<file path="src/rtl/board_input_ctrl.sv">
// board_input_ctrl: button conditioning and board-level reset generation.
//   - per-channel 2-flop synchronizer, polarity fix-up and debouncer
//   - press/release one-cycle pulses on debounced edges
//   - power-on reset stretch driving the registered sys_rst_n
//   - free-running heartbeat square wave
// Optional feature macro: LONG_HOLD_RESET_EN
//   defined   -> a long hold on HOLD_CHANNEL raises hold_active and pulls sys_rst_n low
//   undefined -> no hold counter, hold_active tied low, sys_rst_n follows POR only
module board_input_ctrl #(
   parameter int                 NUM_BTN          = 4,
   parameter logic [NUM_BTN-1:0] ACTIVE_LOW_MASK  = '0,
   parameter int                 DEBOUNCE_CYCLES  = 50000,
   parameter int                 HOLD_CHANNEL     = 0,
   parameter int                 HOLD_CYCLES      = 25200000,
   parameter int                 POR_CYCLES       = 512,
   parameter int                 HEARTBEAT_CYCLES = 12600000
) (
   input  logic               clk,
   input  logic               rst_n,
   input  logic [NUM_BTN-1:0] btn_raw,
   output logic [NUM_BTN-1:0] btn_level,
   output logic [NUM_BTN-1:0] btn_press,
   output logic [NUM_BTN-1:0] btn_release,
   output logic               hold_active,
   output logic               sys_rst_n,
   output logic               heartbeat
);

   localparam int DW  = $clog2(DEBOUNCE_CYCLES + 1);
   localparam int PW  = (POR_CYCLES > 0) ? $clog2(POR_CYCLES + 1) : 1;
   localparam int HBW = (HEARTBEAT_CYCLES > 1) ? $clog2(HEARTBEAT_CYCLES) : 1;

   // The level flips on the edge where the counter would reach DEBOUNCE_CYCLES,
   // so the compare is against the value just below it.
   localparam logic [DW-1:0]  DB_LAST = DW'(DEBOUNCE_CYCLES - 1);
   localparam logic [PW-1:0]  POR_MAX = PW'(POR_CYCLES);
   localparam logic [HBW-1:0] HB_LAST = HBW'(HEARTBEAT_CYCLES - 1);

   logic [NUM_BTN-1:0] sync1;
   logic [NUM_BTN-1:0] sync2;
   logic [NUM_BTN-1:0] sample;
   logic [DW-1:0]      db_cnt [NUM_BTN];
   logic [PW-1:0]      por_cnt;
   logic               por_busy;
   logic [HBW-1:0]     hb_cnt;

   // Synchronizers idle at the inactive raw level so reset never looks like a press
   always_ff @(posedge clk or negedge rst_n) begin
      if (!rst_n) begin
         sync1 <= ACTIVE_LOW_MASK;
         sync2 <= ACTIVE_LOW_MASK;
      end else begin
         sync1 <= btn_raw;
         sync2 <= sync1;
      end
   end

   assign sample = sync2 ^ ACTIVE_LOW_MASK;

   // Per-channel debounce counter, level register and edge pulses
   always_ff @(posedge clk or negedge rst_n) begin
      if (!rst_n) begin
         btn_level   <= '0;
         btn_press   <= '0;
         btn_release <= '0;
         for (int unsigned i = 0; i < NUM_BTN; i++) begin
            db_cnt[i] <= '0;
         end
      end else begin
         btn_press   <= '0;
         btn_release <= '0;
         for (int unsigned i = 0; i < NUM_BTN; i++) begin
            if (sample[i] == btn_level[i]) begin
               db_cnt[i] <= '0;
            end else if (db_cnt[i] == DB_LAST) begin
               db_cnt[i]      <= '0;
               btn_level[i]   <= sample[i];
               btn_press[i]   <= sample[i];
               btn_release[i] <= ~sample[i];
            end else begin
               db_cnt[i] <= db_cnt[i] + 1'b1;
            end
         end
      end
   end

`ifdef LONG_HOLD_RESET_EN
   localparam int            HW       = (HOLD_CYCLES > 0) ? $clog2(HOLD_CYCLES + 1) : 1;
   localparam logic [HW-1:0] HOLD_MAX = HW'(HOLD_CYCLES);

   logic [HW-1:0] hold_cnt;

   // Saturating hold counter; any debounced release clears it
   always_ff @(posedge clk or negedge rst_n) begin
      if (!rst_n) begin
         hold_cnt <= '0;
      end else if (!btn_level[HOLD_CHANNEL]) begin
         hold_cnt <= '0;
      end else if (hold_cnt != HOLD_MAX) begin
         hold_cnt <= hold_cnt + 1'b1;
      end
   end

   assign hold_active = (hold_cnt == HOLD_MAX);
`else
   logic unused_hold_cfg;

   assign unused_hold_cfg = ^{32'(HOLD_CHANNEL), 32'(HOLD_CYCLES)};
   assign hold_active     = 1'b0;
`endif

   // Power-on stretch counter, saturating once the stretch has elapsed
   always_ff @(posedge clk or negedge rst_n) begin
      if (!rst_n) begin
         por_cnt <= '0;
      end else if (por_busy) begin
         por_cnt <= por_cnt + 1'b1;
      end
   end

   assign por_busy = (por_cnt < POR_MAX);

   // Registered downstream reset; the hold reset never feeds back into this block
   always_ff @(posedge clk or negedge rst_n) begin
      if (!rst_n) begin
         sys_rst_n <= 1'b0;
      end else begin
         sys_rst_n <= !(por_busy | hold_active);
      end
   end

   // Heartbeat half-period counter, toggling the output on each wrap
   always_ff @(posedge clk or negedge rst_n) begin
      if (!rst_n) begin
         hb_cnt    <= '0;
         heartbeat <= 1'b0;
      end else if (hb_cnt == HB_LAST) begin
         hb_cnt    <= '0;
         heartbeat <= ~heartbeat;
      end else begin
         hb_cnt <= hb_cnt + 1'b1;
      end
   end

endmodule

</file>
<file path="config.mk">
export PLATFORM = sky130hd
export DESIGN_NAME = board_input_ctrl
export DESIGN_NICKNAME = d
export VERILOG_FILES = /design/src/rtl/board_input_ctrl.sv
export SDC_FILE = /design/constraint.sdc
export NUM_CORES = 1
export LEC_CHECK = 0
export BUFFER_PORTS_ARGS = -buffer_cell sky130_fd_sc_hd__buf_2
export CAP_MARGIN = 20
export CORE_MARGIN = 5
export CORE_UTILIZATION = 55
export CTS_CLUSTER_SIZE = 40
export DETAILED_ROUTE_END_ITERATION = 16
export PLACE_DENSITY = 0.83
export SLEW_MARGIN = 0
export SYNTH_ARGS = -nofsm -noshare
export SYNTH_HDL_FRONTEND = slang
export SYNTH_SLANG_ARGS = --single-unit
</file>
<file path="constraint.sdc">
create_clock -name clk -period 2.49 [get_ports clk]
set_input_delay 0.1245 -clock clk [delete_from_list [all_inputs] [get_ports clk]]
set_output_delay 0.1245 -clock clk [all_outputs]
set_load 0.02 [all_outputs]
</file>
==> metrics.csv, run 1 <==
metric;value;unit
run status;finished, final reports clean;
Worst EP arrival;2.31;ns
final wirelength;10400;um
commonest non-fill, non-tap cell in the layout;dfrtp_1;
total power;4.61;mW
Hold Vio Cnt, Final;0;
synth unique cells;40;
vias in the first global route;4052;
cell row count;36;
Fin Setup TNS;0;ns
Reg clk slew, reported paths;0.06;ns
synth warn;0;
uppermost layer routed;met4;
Hold Path Class;in2async;
io pins;21;
Seq/Total Area, Yosys;0.548;
wire length on met3;458;um
Cells after DPL;658;
# Post-CTS Setup Buffers;0;
largest net degree at the start of global routing;54;
die height;110;um
R2R depth;4;
final antenna-violating net count;0;
startpoint types;register;
number of synthesized flops with an enable pin;0;
RSZ-0062 raised after global routing;false;
maxcap violations;0;
core area;9730;um^2
final setup skew;0.00698;ns
DR DRC count;0;
die area;12100;um^2
post-layout min period;1.91;ns
total number of vias;3890;
post-route insts no fill;695;
Pwr Density;723;nW/um^2
drt first pass iters;4;
CTS tree;built;
first-pass GRT wire length;18700;um
Buffers on Ports;19;
crit-path max FO;5;
WL met2;5260;um
LEAKAGE;2.74;nW
CTS max path bufs;2;
Initial Util;0.564;
Placer Congestion;0.844;
Syn Inst Count;516;
Slew Limit Fails;0;
Crit Path Class;reg2reg;
CTS resizes;0;
htree depth;4;
Reg-to-Reg Start;db_cnt[48]$_DFF_PN0_;
Worst-Margin Slew;0.662;ns
CP required;2.89;ns
# diodes;0;
commonest non-fill, non-tap cells in the layout;120 x dfrtp_1, 74 x nor2_1, 51 x xnor2_1, 37 x nand3_1, 31 x xor2_1;
Synth Area per Inst;10.6;um^2
Final setup viols;0;
Num CTS Buffers;17;
worst-skew pair later-pin latency;0.52;ns
Worst R2R Setup Slack;0.58;ns
total track usage;0.198;
met1 WL;4530;um
Max VDD drop;460;uV
Area Overhead vs Synth;16.4;%
Vias per Instance;5.60;
clk sink count;120;
fin util;0.656;
Nets;561;
post-DP HPWL;6700;um
Die X;110;um
Setup WS post-layout;0.585;ns
DP Worst Slack;0.586;ns
Synth Flop Type;dfrtp_1;
Post-Syn Area;5480;um^2
layout cells sized above 1;0.114;
type of element capturing the critical path;register;
worst r2r dst;btn_level[0]$_DFFE_PN0P_;
initial antenna violation count;0;
fin crit share;0.765;
ys async rst share;1.00;
maximum clock frequency;525;MHz
Root Buffer;clkbuf_8;
post-synthesis net count;528;
Synth Register Bits;120;
GRT Residual Overflow;0;
Routed wire per std cell;15.0;um
Max transition margin;0.559;
first-iteration detailed-routing DRC count;190;
-- timing repair --
item | in CTS | in global routing
setup endpoints to repair | 0 | 0
endpoints found under the hold margin | 55 | 0
hold buffers | 5 | 0
-- layout make-up --
type | count | area [um^2]
fill | 740 | 3350
tap | 133 | 166
clock buffer | 24 | 470
timing repair buffer | 27 | 183
sequential | 120 | 3000
multi-input combinational | 374 | 2380
clock inverter | 8 | 143
inverter | 9 | 33.8
-- cell families after synthesis --
| family | share of synthesized area |
|---|---|
| flops | 0.548 |
| buf+inv | 0.0180 |
| fa+ha+maj | 0.0137 |
| other cells | 0.000684 |
| mux | 0.0110 |
| xor+xnor | 0.131 |
| simple gates | 0.259 |
| compound gates | 0.0192 |
-- how the worst max path moves through the flow --
stage / from / end / slack (ns) / depth (start not counted)
after detailed placement: db_cnt[48]$_DFF_PN0_ / btn_level[0]$_DFFE_PN0P_ / 0.59 / 4
after CTS: db_cnt[48]$_DFF_PN0_ / btn_level[0]$_DFFE_PN0P_ / 0.57 / 4
after floorplan: db_cnt[59]$_DFF_PN0_ / btn_level[0]$_DFFE_PN0P_ / 0.74 / 3
after global placement: db_cnt[48]$_DFF_PN0_ / btn_level[0]$_DFFE_PN0P_ / 0.67 / 4
after global routing: db_cnt[32]$_DFF_PN0_ / db_cnt[35]$_DFF_PN0_ / 0.35 / 5
final: db_cnt[48]$_DFF_PN0_ / btn_level[0]$_DFFE_PN0P_ / 0.58 / 4
-- report_power, final --
group | internal (mW) | switching [mW] | leakage (nW)
Combinational | 0.0310 | 0.0678 | 0.823
Clock | 1.70 | 0.815 | 0.299
Sequential | 1.97 | 0.0230 | 1.62
-- Yosys cell counts (3+ instances only) --
cell	count	area share
mux2_2	4	0.0082
dfrtp_1	120	0.55
and3_1	14	0.016
buf_2	4	0.0037
xor2_1	31	0.050
nor3b_1	8	0.011
xnor2_1	51	0.081
and4_1	8	0.013
a31o_2	3	0.0048
nand3_1	37	0.034
nor3_1	16	0.015
nor4bb_1	6	0.011
a21oi_1	9	0.0082
nor2_1	74	0.051
nand2_1	30	0.021
nor4b_1	5	0.0080
nand4_1	28	0.032
o21ai_0	5	0.0046
inv_1	9	0.0062
or3_1	7	0.0080
clkbuf_1	7	0.0048
nor4_1	14	0.016
ha_1	6	0.014
-- registers in the layout, summed over array words and instances, names as in the netlist --
| register | cells |
|---|---|
| por_cnt | 10 |
| db_cnt | 64 |
| sync1 | 4 |
| btn_level | 4 |
| sys_rst_n | 1 |
| sample | 4 |
| heartbeat | 1 |
| hb_cnt | 24 |
| btn_release | 4 |
| btn_press | 4 |
-- through the flow --
| step | cell area, um^2 | hold WS, ns |
|---|---|---|
| final | 6380 | 0.199 |
| after global routing | 6380 | 0.253 |
| after CTS | 6380 | 0.180 |
| after detailed placement | 5720 | 0.204 |
| after global placement | 5720 | 0.190 |
| after floorplan | 5480 | -0.171 |
-- worst max-delay path: stages (launching register included) --
cell	delay, ns
dfrtp_1	0.40
ha_1	0.23
nand4_1	0.22
or4_4	0.63
mux2_4	0.31
-- layer usage --
layer,track usage,vias to the layer above
met4,0.0837,0
met1,0.239,1915
met2,0.331,89
li1,-,1867
met5,0,-
met3,0.0552,19
Note: power is estimated with default switching activity, not from simulation.
==> run 2, diff against run 1 <==
==> constraint.sdc (replaced) <==
create_clock -name clk -period 1.8 [get_ports clk]
set_input_delay 0.09 -clock clk [delete_from_list [all_inputs] [get_ports clk]]
set_output_delay 0.09 -clock clk [all_outputs]
set_load 0.02 [all_outputs]
==> metrics.csv, run 2 (synthesis gave the netlist of run 1 again) <==
metric;value;unit;change
run status;finished, final reports clean;;
Nets;579;;+3.2%
max incr delay on CP;0.61;ns;-0.02 ns
CP Capture Point;btn_level[0]$_DFFE_PN0P_;;
DR DRC count;0;;unchanged
R2R depth;4;;unchanged
Placer Congestion;0.819;;-2.9%
htree depth;4;;unchanged
total power;6.36;mW;+38%
max reg flops;64;;unchanged
slowest stage cell, crit path;or4_4;;
layout cells sized above 1;0.157;;+0.0430
Worst R2R Setup Slack;0.03;ns;-0.55 ns
commonest non-fill, non-tap cell in the layout;dfrtp_1;;
Setup WS post-layout;0.0315;ns;-0.553 ns
CTS max path bufs;2;;unchanged
DP Worst Slack;0.0455;ns;-0.540 ns
largest net degree at the start of global routing;56;;+3.7%
post-route cell area;6560;um^2;+2.8%
Vias per Instance;5.72;;+2.2%
post-DP HPWL;6960;um;+3.8%
Max VDD drop;735;uV;+60%
Hold Vio Cnt, Final;0;;unchanged
Pwr Density;969;nW/um^2;+34%
Reg-to-Reg Start;db_cnt[48]$_DFF_PN0_;;
Cells after DPL;673;;+2.3%
startpoint types;register;;
final wirelength;11100;um;+6.9%
Slew Limit Fails;0;;unchanged
first-iteration detailed-routing DRC count;295;;+55%
GRT Residual Overflow;0;;unchanged
cell row count;36;;unchanged
post-layout min period;1.77;ns;-0.137 ns
Final setup viols;0;;unchanged
drt first pass iters;5;;+1
Biggest register;db_cnt;;
LEAKAGE;2.83;nW;+3.3%
final antenna-violating net count;0;;unchanged
final setup skew;0.00496;ns;-0.00202 ns
die height;110;um;unchanged
Setup crit start;db_cnt[48]$_DFF_PN0_;;
first-pass GRT wire length;19000;um;+2.0%
Area Overhead vs Synth;19.7;%;
Initial Util;0.564;;unchanged
Cell Chain, Critical Path;ha_4, nand4_1, or4_4, mux2_4;;
Fin Setup TNS;0;ns;unchanged
fin util;0.674;;+0.0186
Buffers on Ports;19;;unchanged
# diodes;0;;unchanged
biggest regs;db_cnt x64, hb_cnt x24, por_cnt x10;;
initial antenna violation count;0;;unchanged
io pins;21;;unchanged
maximum clock frequency;565;MHz;+7.7%
worst r2r dst;btn_level[0]$_DFFE_PN0P_;;
Reg clk slew, reported paths;0.06;ns;about the same
Worst EP arrival;2.16;ns;-0.15 ns
Routed wire per std cell;15.6;um;+4.2%
worst-skew pair later-pin latency;0.51;ns;about the same
Root Buffer;clkbuf_8;;
commonest non-fill, non-tap cells in the layout;120 x dfrtp_1, 74 x nor2_1, 51 x xnor2_1, 37 x nand3_1, 31 x xor2_1;;
type of element capturing the critical path;register;;
Hold Path Class;in2async;;
dpl cell area;5840;um^2;+2.2%
CP required;2.19;ns;-0.70 ns
CTS tree;built;;
Crit Path Class;reg2reg;;
total track usage;0.202;;+0.00461
maxcap violations;0;;unchanged
core area;9730;um^2;unchanged
total number of vias;4079;;+4.9%
vias in the first global route;4015;;-0.91%
clk sink count;120;;unchanged
die area;12100;um^2;unchanged
Die X;110;um;unchanged
WHS;0.0774;ns;-0.122 ns
crit-path max FO;5;;unchanged
fin crit share;0.983;;+0.217
post-route insts no fill;713;;+2.6%
Num CTS Buffers;17;;unchanged
[run 2: changes by cell type in the layout (fill, tap and decap cells not counted), sizes merged]
cell | previous run | this run
bufinv | 4 | 3
buf | 22 | 39
clkdlybuf4s15 | 0 | 1
clkinv | 3 | 4
clkbuf | 24 | 20
inv | 9 | 13
[run 2: worst min-delay path by stage]
stage,endpoint,slack [ns],cells past startpoint
2_1_floorplan,btn_level[0]$_DFFE_PN0P_,-0.21,0
3_3_place_gp,db_cnt[22]$_DFF_PN0_,0.07,1
3_5_place_dp,db_cnt[20]$_DFF_PN0_,0.08,1
4_1_cts,db_cnt[19]$_DFF_PN0_,0.07,2
5_1_grt,db_cnt[20]$_DFF_PN0_,0.12,2
6_report,db_cnt[22]$_DFF_PN0_,0.08,2
[run 2: area by class of cell]
type,count,area [um^2]
multi-input combinational,374,2410
sequential,120,3000
clock inverter,12,164
tap,133,166
inverter,9,33.8
fill,718,3170
timing repair buffer,45,334
clock buffer,20,445
[run 2: per-layer routing]
metal	global-route usage	vias up	share of wire
met5	0	-	0
met4	0.0935	0	0.019
met3	0.0534	21	0.045
met2	0.332	115	0.51
met1	0.249	2026	0.42
li1	-	1917	-
[run 2: report_power, final]
group	switching, mW	internal (mW)	leakage, nW	total [mW]
logic	0.0972	0.0539	0.916	0.151
clock network	1.24	2.20	0.297	3.44
registers	0.0333	2.73	1.62	2.76
[run 2: critical path, delay by kind of cell (launching register included)]
kind	cells	cell delay (ns)
DFF	1	0.44
muxes	1	0.32
adders and majority gates	1	0.17
and+or+nand+nor	2	0.72
[run 2: what timing repair did]
item                                   4_1_cts  5_1_grt
hold buffers                                 5        0
endpoints found under the hold margin      124        0
buffers inserted                             0        2
resized for setup                            0        7
setup endpoints to repair                    0       42
